--- config.mk ---
export PLATFORM = sky130hd
export DESIGN_NAME = regfile_scoreboard
export DESIGN_NICKNAME = d
export VERILOG_FILES = /design/src/rtl/regfile_scoreboard.sv
export SDC_FILE = /design/constraint.sdc
export NUM_CORES = 2
export LEC_CHECK = 0
export CORE_MARGIN = 2
export CORE_UTILIZATION = 40
export CTS_BUF_LIST = sky130_fd_sc_hd__clkbuf_2
export DETAILED_ROUTE_END_ITERATION = 16
export MAX_ROUTING_LAYER = met4
export PLACE_DENSITY = 0.62
export SYNTH_ARGS = -nofsm -noshare
export SYNTH_HDL_FRONTEND = slang
export SYNTH_SLANG_ARGS = --single-unit
--- constraint.sdc ---
create_clock -name clk_i -period 4.7 [get_ports clk_i]
set_input_delay 0.94 -clock clk_i [delete_from_list [all_inputs] [get_ports clk_i]]
set_output_delay 0.94 -clock clk_i [all_outputs]
set_load 0.01 [all_outputs]
--- src/rtl/regfile_scoreboard.sv ---
// regfile_scoreboard
//   Integer register file (x0 reads as zero) with a per-register
//   pending-write scoreboard. Decode reads two operands through a
//   same-cycle writeback bypass. Each register keeps a small counter of
//   outstanding writes, and decode is stalled while an operand (or a
//   saturated destination) is not yet safe to use.
//
// Ports
//   clk_i         clock, rising edge
//   reset_i       asynchronous active-low reset
//   rs1_addr_i    decode source-1 address
//   rs1_used_i    source 1 consumed by the decoding instruction
//   rs2_addr_i    decode source-2 address
//   rs2_used_i    source 2 consumed by the decoding instruction
//   rs1_data_o    source-1 operand (combinational, bypassed)
//   rs2_data_o    source-2 operand (combinational, bypassed)
//   issue_en_i    decoding instruction issues and will write issue_rd_i
//   issue_rd_i    destination of the issuing instruction
//   wb_en_i       writeback valid
//   wb_addr_i     writeback destination
//   wb_data_i     writeback data
//   cancel_en_i   squashed in-flight instruction retires without writing
//   cancel_rd_i   destination of the squashed instruction
//   stall_o       decode must hold (combinational)
//   err_o         sticky scoreboard underflow flag (registered)

module regfile_scoreboard #(
  parameter int XLEN  = 32,
  parameter int NREG  = 32,
  parameter int AW    = 5,
  parameter int CNT_W = 2
) (
  input  logic            clk_i,
  input  logic            reset_i,
  input  logic [AW-1:0]   rs1_addr_i,
  input  logic            rs1_used_i,
  input  logic [AW-1:0]   rs2_addr_i,
  input  logic            rs2_used_i,
  output logic [XLEN-1:0] rs1_data_o,
  output logic [XLEN-1:0] rs2_data_o,
  input  logic            issue_en_i,
  input  logic [AW-1:0]   issue_rd_i,
  input  logic            wb_en_i,
  input  logic [AW-1:0]   wb_addr_i,
  input  logic [XLEN-1:0] wb_data_i,
  input  logic            cancel_en_i,
  input  logic [AW-1:0]   cancel_rd_i,
  output logic            stall_o,
  output logic            err_o
);

  localparam int CW1 = CNT_W + 1;
  localparam logic [CNT_W-1:0] CNT_MAX = '1;

  logic [XLEN-1:0]  regs    [NREG];
  logic [CNT_W-1:0] cnt     [NREG];
  logic [CNT_W-1:0] cnt_nxt [NREG];

  logic [NREG-1:0] dec_wb_v;
  logic [NREG-1:0] dec_cn_v;
  logic [NREG-1:0] inc_v;
  logic [NREG-1:0] uf_v;

  logic rs1_busy;
  logic rs2_busy;
  logic rd_full;
  logic err_q;

  // Per-register decrement requests this cycle; x0 never tracks anything.
  always_comb begin
    dec_wb_v = '0;
    dec_cn_v = '0;
    for (int r = 1; r < NREG; r++) begin
      dec_wb_v[r] = wb_en_i     && (wb_addr_i   == AW'(r));
      dec_cn_v[r] = cancel_en_i && (cancel_rd_i == AW'(r));
    end
  end

  // A source is busy when writes remain outstanding after this cycle's
  // writeback/cancel retire, so the last arriving write resolves with
  // zero latency through the bypass.
  always_comb begin
    rs1_busy = {1'b0, cnt[rs1_addr_i]} >
               (CW1'(dec_wb_v[rs1_addr_i]) + CW1'(dec_cn_v[rs1_addr_i]));
    rs2_busy = {1'b0, cnt[rs2_addr_i]} >
               (CW1'(dec_wb_v[rs2_addr_i]) + CW1'(dec_cn_v[rs2_addr_i]));
    // A saturated counter can still take an issue if it drains this cycle.
    rd_full  = issue_en_i && (issue_rd_i != '0) &&
               (cnt[issue_rd_i] == CNT_MAX) &&
               !(dec_wb_v[issue_rd_i] || dec_cn_v[issue_rd_i]);
    stall_o  = (rs1_used_i && rs1_busy) || (rs2_used_i && rs2_busy) || rd_full;
  end

  // Counter next-state. Sources are checked against the pre-increment
  // count, so an instruction reading its own destination never self-stalls.
  always_comb begin
    inc_v      = '0;
    uf_v       = '0;
    cnt_nxt[0] = '0;
    for (int r = 1; r < NREG; r++) begin
      logic [CW1-1:0] up;
      logic [CW1-1:0] down;
      inc_v[r]   = issue_en_i && (issue_rd_i == AW'(r)) && !stall_o;
      up         = {1'b0, cnt[r]} + CW1'(inc_v[r]);
      down       = CW1'(dec_wb_v[r]) + CW1'(dec_cn_v[r]);
      cnt_nxt[r] = '0;
      if (down > up) begin
        uf_v[r] = 1'b1;
      end else begin
        cnt_nxt[r] = CNT_W'(up - down);
      end
    end
  end

  always_ff @(posedge clk_i or negedge reset_i) begin
    if (!reset_i) begin
      for (int r = 0; r < NREG; r++) begin
        cnt[r] <= '0;
      end
      err_q <= 1'b0;
    end else begin
      for (int r = 0; r < NREG; r++) begin
        cnt[r] <= cnt_nxt[r];
      end
      if (|uf_v) begin
        err_q <= 1'b1;
      end
    end
  end

  // Register array; an underflowing writeback still updates the register.
  always_ff @(posedge clk_i or negedge reset_i) begin
    if (!reset_i) begin
      for (int r = 0; r < NREG; r++) begin
        regs[r] <= '0;
      end
    end else if (wb_en_i && (wb_addr_i != '0)) begin
      regs[wb_addr_i] <= wb_data_i;
    end
  end

  always_comb begin
    if (rs1_addr_i == '0) begin
      rs1_data_o = '0;
    end else if (wb_en_i && (wb_addr_i == rs1_addr_i)) begin
      rs1_data_o = wb_data_i;
    end else begin
      rs1_data_o = regs[rs1_addr_i];
    end

    if (rs2_addr_i == '0) begin
      rs2_data_o = '0;
    end else if (wb_en_i && (wb_addr_i == rs2_addr_i)) begin
      rs2_data_o = wb_data_i;
    end else begin
      rs2_data_o = regs[rs2_addr_i];
    end
  end

  assign err_o = err_q;

endmodule

==> impl_metrics.ini <==
[global_routing]
grt_pass1_wl_mm = 329
grt_max_degree = 100
antenna_found_initial = 15
track_usage_pct = 28.3
grt_overflow = 0
grt_pass1_vias = 49200

[synthesis]
syn-cell-area_sq_um = 63800
synth_common_cells = 1093 x nand2_1, 1087 x dfrtp_1, 798 x mux2_2
netlist_top_cells_area = dfrtp_1 43%, mux4_2 22%, mux2_2 14%, nand2_1 6.4%, ha_1 3.8%
synth_edf_count = 0
ys_warn_count = 0
avgSynthCellArea_sq_um = 12.5
synth_nets = 5369
ys_async_sr_fraction_pct = 100
synth.most_common_cell = nand2_1
synth_flop_cell = dfrtp_1
synth_top_cell_by_area = dfrtp_1
synth_cell_types = 65
ys_ff_latch = 1087
synth-seq-area-share_pct = 42.6
synthCells = 5113
netlist.area_leader.share_pct = 42.6

[worst_setup_path]
crit_arrival_ns = 4.73
cp.required_ns = 3.76
crit_chain = mux4_2 -> mux4_2 -> mux2_4 -> ha_4 -> a21oi_4 -> o22ai_4 -> buf_16 -> or3_4 -> buf_6
end_kind = output port
path_common_cell = mux4_2
rr_worst_depth = 19
r2r_setup_slack_ns = -0.45
cp_slowest_cell = mux4_2
cp_top_family = multiplexers
path_class = reg -> out
cp_max_fo = 4
worstSetupStartpointType = flip-flop
cp_num_buf_inv = 2
cp.depth = 9
slowest_delay_ns = 0.52

[power_and_ir_drop]
p_int_mw = 18.5
swShare_pct = 33.2
ir_drop_v = 0.000299
pwr-share-clk_pct = 24.9
p_leak_nw = 34.0
p_total_mw = 27.6
switching_power_mw = 9.17
sequentialPowerShare_pct = 45.2
power.density_nw_per_um2 = 370
combPwrFrac_pct = 30.0

[floorplan]
start_util_pct = 40.3
rows = 146
dieWidth_um = 403
fp.coreArea_sq_um = 158000
die_y_um = 403
num_io_pins = 130
die_area_sq_um = 163000

[hold_path]
whs_path_depth = 3
min_path_type = in -> reg

[run_status]
status = complete, but fails checks
violations = negative setup slack

[drt]
final_antenna_net_count = 0
wl_per_cell_um = 27.8
routed_wl_mm = 221
vias = 47600
drc = 0
vias_per_cell = 5.98
drtIter0Drc = 5015
drt_first_pass_iters = 6

[place]
place_hpwl_mm = 129
dp_slack_ns = -1.32
place_area_sq_um = 70900
globalplace.congestion = 0.917
io_buffers = 129
dp_cells = 7358

[timing]
setup_viol_count_final = 3
final_max_slew_viol_count = 0
holdWs_ns = 0.150
tightestPinTransition_ns = 1.26
fin_ws_ns = -0.974
fmax_mhz = 176
clock_skew_ns = 0.0863
final_hold_viol_count = 0
fin_setup_tns_ns = -1.45
slew_headroom_pct = 15.8
rsz0062_at_grt = yes
finalCritPeriodShare_pct = 121
min_period_ns = 5.67

[cts]
cts_root_buffer = clkbuf_2
cts_max_path_buffers = 4
cts_sinks = 1087
clk_latency_ns = 1.74
cts_buffers = 315
cts_htree_levels = 5
clk_pin_slew_ns = 0.10
cts_tree = built

[final_layout]
drive_gt1_share_pct = 46.9
fillers = 14100
final_nets = 5912
synthToLayoutAreaGrowth_pct = 17.0
regArea_sq_um = 27200
multi_input_area_sq_um = 35400
final_cells = 7957
finish.utilization_pct = 47.1
fin_area_sq_um = 74600

[flow_run]
cap_violations = 0
layout make-up:
| cell class | instances | area share [%] |
|---|---|---|
| clock buffer | 433 | 2.90 |
| clock inverter | 90 | 0.555 |
| multi-input combinational | 3395 | 47.4 |
| tap | 2072 | 3.47 |
| timing repair buffer | 716 | 8.37 |
| antenna | 23 | 0.0771 |
| inverter | 141 | 0.709 |
| sequential | 1087 | 36.5 |
cell families after synthesis:
logic type,synth area share [%]
AOI/OAI and AO/OA,2.96
muxes,36.5
buffers and inverters,4.01
and+or+nand+nor,9.39
adders and majority gates,3.77
xor gates and xnor gates,0.714
DFF,42.6
power by group through the flow:
stage	Sequential [mW]	Combinational [mW]	Clock, mW
finish	12.5	8.28	6.87
global route	12.7	8.91	7.58
CTS	12.4	8.24	7.05
detailed placement	12.6	7.98	0
global placement	12.5	7.81	0
floorplan	12.1	5.48	0
final timing paths:
check / start / end
max: cnt[31] / stall_o
max reg2reg: cnt[36] / err_o
min: wb_data_i[27] / regs[667]
max in group asynchronous: reset_i / regs[783]
min in group asynchronous: reset_i / regs[103]
min reg2reg: regs[1000] / regs[1000]
state kept, by name (all words and copies together) (netlist names):
signal / flops
cnt: 62
err_o: 1
regs: 1024
cell usage in the layout (no fill, tap or decap), types with 39 or more instances in the layout:
master and n:
a21oi_1 68, buf_2 49, buf_4 498, clkbuf_2 433, clkdlybuf4s50_1 52, clkinv_1 64
dfrtp_1 1083, ha_1 154, inv_1 122, mux2_2 796, mux4_2 630, nand2_1 1083
nor2_1 121, o22ai_1 58, xor2_1 39
per-layer routing:
metal	vias to the layer above	routed length [um]	track usage (%)
met5	-	0	-
met4	0	10100	11.9
met3	593	21100	6.79
met2	2299	101000	42.3
met1	24800	88900	36.9
li1	19800	-	-
tightest hold or removal path, stage by stage:
cell and delay [ns]:
clkdlybuf4s50_1 0.64, nand2_1 0.14, nand2_1 0.05
repair_timing:
item	4_1_cts	5_1_grt
hold buffers	25	0
endpoints found under the hold margin	1252	0
endpoints found under the setup margin	66	37
resized for setup	414	42
pin swaps	26	16
cloned	2	0
setup buffers	41	9
Note: power is estimated with default switching activity, not from simulation.
